==> config.mk <==
export PLATFORM = sky130hd
export DESIGN_NAME = audio_fir_sequencer
export DESIGN_NICKNAME = d
export VERILOG_FILES = /design/src/rtl/audio_fir_sequencer.sv
export SDC_FILE = /design/constraint.sdc
export NUM_CORES = 1
export LEC_CHECK = 0
export BUFFER_PORTS_ARGS = -buffer_cell sky130_fd_sc_hd__buf_2
export CORE_ASPECT_RATIO = 1.5
export CORE_MARGIN = 1.5
export CORE_UTILIZATION = 35
export DETAILED_ROUTE_END_ITERATION = 6
export PLACE_DENSITY = 0.51
export SLEW_MARGIN = 25
export SYNTH_ARGS = -nofsm -noshare
export SYNTH_HDL_FRONTEND = slang
export SYNTH_SLANG_ARGS = --single-unit
==> constraint.sdc <==
create_clock -name clk -period 19.8 [get_ports clk]
set_input_delay 1.98 -clock clk [delete_from_list [all_inputs] [get_ports clk]]
set_output_delay 1.98 -clock clk [all_outputs]
set_load 0.02 [all_outputs]
==> src/rtl/audio_fir_sequencer.sv <==
// audio_fir_sequencer: frame-strobed stereo FIR using one shared 16x16 MAC,
// left channel first then right, with a selectable coefficient bank.
module audio_fir_sequencer #(
  parameter int unsigned TAPS  = 5,
  parameter int unsigned SHIFT = 14,
  parameter int unsigned ACC_W = 36
) (
  input  logic        clk,
  input  logic        rst,
  input  logic        AUD_DACLRCK,
  input  logic [31:0] audioIn,
  input  logic [1:0]  bank_sel,
  input  logic        clear_overrun,
  output logic [31:0] audioOut,
  output logic        out_valid,
  output logic        busy,
  output logic        overrun
);

  localparam int unsigned PTR_W = (TAPS > 1) ? $clog2(TAPS) : 1;
  localparam logic [PTR_W-1:0] LAST = PTR_W'(TAPS - 1);
  localparam logic signed [ACC_W-1:0] SAT_MAX = ACC_W'(32767);
  localparam logic signed [ACC_W-1:0] SAT_MIN = -ACC_W'(32768);

  // Coefficient banks h0..h4, h0 applies to the newest sample
  localparam logic signed [15:0] COEF [4][5] = '{
    '{16'sd0,     16'sd0,     16'sd16384, 16'sd0,     16'sd0    },
    '{16'sd2048,  16'sd4096,  16'sd4096,  16'sd4096,  16'sd2048 },
    '{-16'sd2048, -16'sd4096, 16'sd32767, -16'sd4096, -16'sd2048},
    '{16'sd0,     16'sd0,     16'sd0,     16'sd0,     16'sd0    }
  };

  typedef enum logic [2:0] {
    S_IDLE,
    S_LOAD,
    S_MAC_L,
    S_MAC_R,
    S_DONE
  } state_t;

  state_t                   r_state;
  logic [PTR_W-1:0]         r_wptr;
  logic [PTR_W-1:0]         r_k;
  logic signed [ACC_W-1:0]  r_acc;
  logic [1:0]               r_bank;
  logic signed [15:0]       r_x_l [TAPS];
  logic signed [15:0]       r_x_r [TAPS];
  logic [15:0]              r_res_l;
  logic                     r_sync1;
  logic                     r_sync2;
  logic                     r_sync_d;

  logic                     w_strobe;
  logic [PTR_W-1:0]         w_wptr_nxt;
  logic [PTR_W-1:0]         w_ridx;
  logic signed [15:0]       w_x;
  logic signed [15:0]       w_coef;
  logic signed [31:0]       w_prod;
  logic signed [ACC_W-1:0]  w_acc_nxt;
  logic [15:0]              w_sat;

  // Coefficient lookup; taps beyond the shipped table read as zero
  function automatic logic signed [15:0] coef(input logic [1:0] bank,
                                              input logic [PTR_W-1:0] k);
    coef = '0;
    if (32'(k) < 32'd5) coef = COEF[bank][k];
  endfunction

  // Arithmetic shift down to 16 bits with clamping instead of wrap
  function automatic logic [15:0] sat16(input logic signed [ACC_W-1:0] a);
    logic signed [ACC_W-1:0] s;
    s = a >>> SHIFT;
    if (s > SAT_MAX)      sat16 = 16'h7FFF;
    else if (s < SAT_MIN) sat16 = 16'h8000;
    else                  sat16 = s[15:0];
  endfunction

  assign w_strobe   = r_sync2 & ~r_sync_d;
  assign w_wptr_nxt = (r_wptr == LAST) ? '0 : r_wptr + 1'b1;
  // Read index (wptr - k) mod TAPS; true value is always below 2**PTR_W
  assign w_ridx     = (r_wptr >= r_k) ? r_wptr - r_k
                                      : r_wptr + PTR_W'(TAPS) - r_k;
  assign w_x        = (r_state == S_MAC_R) ? r_x_r[w_ridx] : r_x_l[w_ridx];
  assign w_coef     = coef(r_bank, r_k);
  assign w_prod     = 32'(w_coef) * 32'(w_x);
  assign w_acc_nxt  = r_acc + ACC_W'(w_prod);
  assign w_sat      = sat16(w_acc_nxt);

  // Frame-clock synchronizer, overrun flag and the sequencing FSM
  always_ff @(posedge clk or negedge rst) begin
    if (!rst) begin
      r_state   <= S_IDLE;
      r_wptr    <= '0;
      r_k       <= '0;
      r_acc     <= '0;
      r_bank    <= '0;
      r_res_l   <= '0;
      r_sync1   <= 1'b0;
      r_sync2   <= 1'b0;
      r_sync_d  <= 1'b0;
      audioOut  <= '0;
      out_valid <= 1'b0;
      busy      <= 1'b0;
      overrun   <= 1'b0;
      for (int unsigned i = 0; i < TAPS; i++) begin
        r_x_l[i] <= '0;
        r_x_r[i] <= '0;
      end
    end else begin
      r_sync1   <= AUD_DACLRCK;
      r_sync2   <= r_sync1;
      r_sync_d  <= r_sync2;
      out_valid <= 1'b0;

      // A dropped strobe takes priority over a simultaneous clear
      if (w_strobe && (r_state != S_IDLE)) overrun <= 1'b1;
      else if (clear_overrun)              overrun <= 1'b0;

      case (r_state)
        S_IDLE: begin
          if (w_strobe) begin
            r_state <= S_LOAD;
            busy    <= 1'b1;
          end
        end
        S_LOAD: begin
          r_wptr            <= w_wptr_nxt;
          r_x_l[w_wptr_nxt] <= audioIn[31:16];
          r_x_r[w_wptr_nxt] <= audioIn[15:0];
          r_bank            <= bank_sel;
          r_acc             <= '0;
          r_k               <= '0;
          r_state           <= S_MAC_L;
        end
        S_MAC_L: begin
          if (r_k == LAST) begin
            r_res_l <= w_sat;
            r_acc   <= '0;
            r_k     <= '0;
            r_state <= S_MAC_R;
          end else begin
            r_acc <= w_acc_nxt;
            r_k   <= r_k + 1'b1;
          end
        end
        S_MAC_R: begin
          if (r_k == LAST) begin
            audioOut  <= {r_res_l, w_sat};
            out_valid <= 1'b1;
            r_acc     <= '0;
            r_k       <= '0;
            r_state   <= S_DONE;
          end else begin
            r_acc <= w_acc_nxt;
            r_k   <= r_k + 1'b1;
          end
        end
        S_DONE: begin
          r_state <= S_IDLE;
          busy    <= 1'b0;
        end
        default: begin
          r_state <= S_IDLE;
          busy    <= 1'b0;
        end
      endcase
    end
  end

endmodule

# Yosys cells after proc, flatten, opt, wreduce, memory -nomap -nowiden
# Index checks and enable logic that the tools add are counted.
# word_totals
regBits,261
latchBits,0
ram_bits,0
rom_bits,0
in_bits,38
out_inout_bits,35
word_cells,102
memories,0
# op_classes
n_addsub,6
multipliers,1
div_mod_pow,0
magnitude_cmp,9
eq_ne,8
n_shift,0
muxes,36
bitwise_logic,7
reduce_logical,12
# op_table
cell,count
2-to-1 mux 16 bit,11
binary-select mux 80 bit (select 2 bit),1
bitwise mux 80 bit,2
2-to-1 mux 80 bit,2
binary-select mux 16 bit (select 3 bit),3
case mux 36 bit (2 select lines),1
demux 16 bit (select 3 bit),1
adder 36 x 32 -> 36 bit,1
2-to-1 mux 36 bit,1
multiplier 16 x 16 -> 32 bit,1
"greater-than comparator 22 x 16 -> 1 bit, second input constant",1
"less-than comparator 22 x 16 -> 1 bit, second input constant",1
2-to-1 mux 3 bit,6
"greater-or-equal comparator 4 bit, second input constant",3
NOT 3 -> 4 bit,3
case mux 3 bit (4 select lines),1
"adder 3 x 1 -> 3 bit, second input constant",2
"equality test 3 x 2 -> 1 bit, second input constant",2
"equality test 3 bit, second input constant",2
case mux 3 bit (2 select lines),1
AND reduction 2 bit,3
subtractor 3 bit,2
2-to-1 mux 1 bit,5
"less-than comparator 4 x 1 -> 1 bit, second input constant",1
18 further kinds,22

# Longest topological paths before layout
# depth
word_depth,13
ltp_mapped,37
depth_no_buf,34

# Worst setup path after synthesis
# OpenSTA, ideal clock, no wires.
# synth_path
path_type,register to register
from,register r_k[2]
to,register r_res_l[13]
setup_time_ns,0.095
arrival_ns,9.307
required_ns,19.705
slack_ns,10.398
path_stages_with_launch,34
n_path_buf,4
period_less_slack_ns,9.402
cell_sequence,dfrtp_1 clkbuf_1 inv_1 ha_1 o21ai_0 and3b_1 clkbuf_1 nor2_4 buf_2 mux4_2 nand2_1 a21oi_1 a31oi_1 nand2b_1 fa_1 fa_1 fa_1 fa_1 inv_1 fa_1 inv_1 fa_1 inv_1 ha_1 and3_1 o2111ai_1 or4_1 a2111o_1 a21o_1 a211o_1 nand2_1 buf_2 o21ai_0 o31ai_1
# synth_via
elab_chain_len,12
elab_cells_between_ends,26
classes_between,add/sub: 3; mul: 1; order compare: 4; eq/ne: 1; mux: 14; bitwise: 2; reduce/logical: 1
# synth_rtl
element,line_no,text
from (decl),43,logic [PTR_W-1:0] r_k;
from (signal assigned),143,r_k <= r_k + 1'b1;
from (signal assigned),155,r_k <= r_k + 1'b1;
subtractor 3 bit (tied with other cells),82,: r_wptr + PTR_W'(TAPS) - r_k;
2-to-1 mux 3 bit,81,assign w_ridx = (r_wptr >= r_k) ? r_wptr - r_k
NOT 3 -> 4 bit (not written as such),83,assign w_x = (r_state == S_MAC_R) ? r_x_r[w_ridx] : r_x_l[w_ridx];
binary-select mux 16 bit (select 3 bit),83,
2-to-1 mux 16 bit (not written as such) (2 in series),83,
2-to-1 mux 16 bit,83,
multiplier 16 x 16 -> 32 bit,85,assign w_prod = 32'(w_coef) * 32'(w_x);
adder 36 x 32 -> 36 bit,86,assign w_acc_nxt = r_acc + ACC_W'(w_prod);
less-than comparator 22 x 16 -> 1 bit,74,else if (s < SAT_MIN) sat16 = 16'h8000;
2-to-1 mux 16 bit,74,
2-to-1 mux 16 bit,73,if (s > SAT_MAX) sat16 = 16'h7FFF;
to (signal assigned),137,r_res_l <= w_sat;
to (decl),48,logic [15:0] r_res_l;
# Parallel ways exist; a longest one is shown, timed or not. The select of a mux whose other input is x is not followed.
# A chain may end at the register's enable or synchronous reset.

# Final worst setup path
# layout_path
from,register r_k[2]
to,register audioOut[12]
# layout_via
elab_chain_len,12
elab_cells_between_ends,26
classes_between,add/sub: 3; mul: 1; order compare: 4; eq/ne: 1; mux: 14; bitwise: 2; reduce/logical: 1
# layout_rtl
element,line_no,text
subtractor 3 bit (tied with other cells),82,
2-to-1 mux 3 bit,81,
NOT 3 -> 4 bit (not written as such),83,
binary-select mux 16 bit (select 3 bit),83,
2-to-1 mux 16 bit (not written as such) (2 in series),83,
2-to-1 mux 16 bit,83,
multiplier 16 x 16 -> 32 bit,85,
adder 36 x 32 -> 36 bit,86,
less-than comparator 22 x 16 -> 1 bit,74,
2-to-1 mux 16 bit,74,
2-to-1 mux 16 bit,73,
to (signal assigned),148,"audioOut <= {r_res_l, w_sat};"
to (decl),14,"output logic [31:0] audioOut,"
# Parallel ways exist; a longest one is shown, timed or not. The select of a mux whose other input is x is not followed.

==> results.md <==
* Outcome: completed
* Most common cell on crit path: fa_1
* Slew headroom at 0.274
* Port Buf Inserts at 72
* CTS buffer count at 29
* Largest cells by area after synthesis: dfrtp_1 30%, fa_1 22%, mux2_2 8.5%, ha_1 7.3%, inv_1 6.8%
* Hold Buf Count CTS at 0
* CP max stage cell: a31oi_1
* Largest net degree at the start of global routing at 79
* Cell Rows at 112
* Number of global-route vias before repair at 16400
* CTS tree: built
* Worst Tran Pin Value at 1.08 ns
* RSZ-0062 raised after global routing: false
* Max-cap violations at 0
* Fin crit share at 0.587
* RR Endpoint: audioOut[12]
* Place WS at 7.92 ns
* Max-slew violations at 0
* EDFF count, synth at 0
* Placed cells at 2911
* Detailed Place HPWL at 44300 um
* Asr flop ratio synth at 1.00
* Hold path depth at 0
* Final TNS setup at 0 ns
* Hold slack at 0.371 ns
* Worst reg2reg setup slack at 8.17 ns
* Mapped cell area at 21900 um^2
* Netlist cell types at 74
* GR Util met3 at 0.0224
* Ports at 73
* Die W at 207 um
* Avg Cell Area, Syn at 10.5 um^2
* Final Hold Viols at 0
* DRC viols at 0
* Die height at 309 um
* Initial antenna violation count at 5
* Die area at 64000 um^2
* 1st-iter DRT viols at 731
* Total congestion overflow at 0
* Ys Warns at 0
* Post-route setup slack at 8.17 ns
* GPL Wtd Cong at 0.900
* Core ar. at 61900 um^2
* Bufs on Longest Clock Path at 3
* Clock Tree Root: clkbuf_16
* # Post-CTS Setup Buffers at 0
* Wire length per cell at 19.0 um
* Critical Path Fanout Max at 28
* Critical path startpoint: r_k[2]
* Leading area contributor after synthesis: dfrtp_1
* CTS clk-pin slew, worst paths at 0.06 ns
* Share of cells above drive strength 1 at 0.176
* Met1 usage at 0.207
* Final setup skew at 0.00908 ns
* F_max at 86.0 MHz
* Most used DFF post-synth: dfrtp_1
* Max incr delay on CP at 0.80 ns
* Post_cts resized at 0
* CTS sink cnt at 261
* Vias at 14900
* Crit path kind: reg -> reg
* CTS HTree Levels at 1
* Area growth, synth to finish at 11.0%
* Initial core utilization at 0.353
* Vias per cell at 5.04
* Share of the synthesized area in the top cell type at 0.299
* Synthesized net count at 2501
* Min Tclk post-route at 11.63 ns
* Critical Path End: audioOut[12]
* Total GRT Usage at 0.180
* Filler-free cell count of the finished design at 2966
* Count of final setup violators at 0
* Routing usage on met2 at 0.339
* Hold WC Path Type: reg -> reg
* Nature of the critical path endpoint: register
* GR peak layer: met2
* Critical path data arrival time at 12.06 ns
* Drt first pass iters at 6
* WP data required at 20.23 ns
* CP startpoint kind: register
* Total Routed Length at 56300 um
* Cell count after synthesis at 2092
* Clk_lat worst skew at 0.58 ns
* Yosys reg bits at 261
* Worst Hold Launch: r_sync1
* Nets at 2553
* Routed Antenna Nets at 0
* First-pass GRT wire length at 91200 um
* Reg-to-Reg Start: r_k[2]
* Seq/Total Area, Yosys at 0.299
* Register-to-Register Path Depth at 32
## layer usage
metal	routed length (um)	vias up
met3	1820	110
met2	29900	242
li1	-	6905
met4	1910	6
met5	36	-
met1	22600	7682
## Yosys cell counts, types with 4 or more instances
| master | instances |
|---|---|
| a211oi_1 | 13 |
| a21o_1 | 22 |
| a21oi_1 | 55 |
| a21oi_2 | 4 |
| a22o_1 | 12 |
| a31oi_1 | 13 |
| a41oi_1 | 4 |
| and2_1 | 5 |
| and3_1 | 6 |
| buf_1 | 6 |
| buf_2 | 9 |
| clkbuf_1 | 57 |
| dfrtp_1 | 261 |
| fa_1 | 244 |
| ha_1 | 127 |
| inv_1 | 398 |
| mux2_2 | 165 |
| mux2i_1 | 18 |
| mux4_2 | 28 |
| nand2_1 | 204 |
| nand2b_1 | 29 |
| nand3_1 | 10 |
| nand4_1 | 7 |
| nor2_1 | 90 |
| nor2b_1 | 6 |
| nor3_1 | 20 |
| o21ai_0 | 90 |
| o21ai_1 | 8 |
| o21bai_1 | 4 |
| o221ai_1 | 21 |
| o31ai_1 | 13 |
| or2_2 | 10 |
| or3_1 | 5 |
| xnor2_1 | 33 |
| xor2_1 | 32 |
## cell type report
type                       instances  area (um^2)
clock buffer                      37          806
multi-input combinational       1358        13600
fill                            6147        37700
clock inverter                    16          250
antenna                            2         5.00
sequential                       261         6530
timing repair buffer              96          567
tap                              798          998
inverter                         398         1490
## critical path, delay by kind of cell, from the launching register on
family	cells	cell delay, ns
AO/OA/AOI/OAI	10	4.06
XOR/XNOR	2	0.44
adder cells (fa/ha/maj)	8	3.37
buffers and inverters	5	0.78
flip-flops	1	0.56
multiplexers	1	0.58
AND/OR/NAND/NOR	6	1.64
## placed cells by master (no fill, tap or decap), types with 4 or more instances in the layout
cell and instances:
nor3_1 18, o221ai_1 21, a31oi_1 10, a21oi_1 55, buf_4 22, o31ai_1 13, xor2_1 32, or3_1 5
a41oi_1 4, inv_1 397, nand2_1 204, o21ai_0 90, mux4_2 28, nand2b_1 28, fa_1 244, mux2i_1 18
a211oi_1 13, nand3_1 10, clkbuf_8 5, a31oi_2 4, a22o_1 12, mux2_2 165, nor2_1 88, and2_1 5
nor2b_1 6, dfrtp_1 261, buf_2 71, or2_2 10, o21ai_1 8, bufinv_16 6, clkbuf_16 29, clkinv_2 4
and3_1 6, ha_1 127, nand4_1 7, xnor2_1 32, a21o_1 22
## state kept, by name, summed over array words and instances (netlist names), 3 cells and up
signal	count
audioOut	32
r_acc	36
r_k	3
r_res_l	16
r_state	3
r_wptr	3
r_x_l	80
r_x_r	80
## per-stage QoR
step,instance area (um^2),utilization
after floorplan,21900,-
after CTS,24300,0.392
after global placement,23200,0.374
after detailed placement,23200,0.375
final,24300,0.392
after global routing,24300,0.392
## cell families (layout without fill, tap and decap cells)
| kind of cell | Yosys count | count (layout) | share of synthesized area |
|---|---|---|---|
| AOI/OAI and AO/OA | 300 | 300 | 0.0902 |
| xor gates and xnor gates | 66 | 66 | 0.0271 |
| adders and majority gates | 373 | 373 | 0.297 |
| buffers and inverters | 473 | 547 | 0.0822 |
| DFF | 261 | 261 | 0.299 |
| muxes | 212 | 212 | 0.123 |
| other | 0 | 2 | 0 |
| and+or+nand+nor | 407 | 407 | 0.0823 |
## how the worst min path moves through the flow
stage                   end  slack [ns]
floorplan           r_sync2        0.33
global placement    r_sync2        0.34
finish              r_sync2        0.37
detailed placement  r_sync2        0.36
CTS                 r_sync2        0.37
global route        r_sync2        0.38
Power is not shown: default switching activity piles up to over one toggle a cycle in this logic, so the estimate is an artifact.
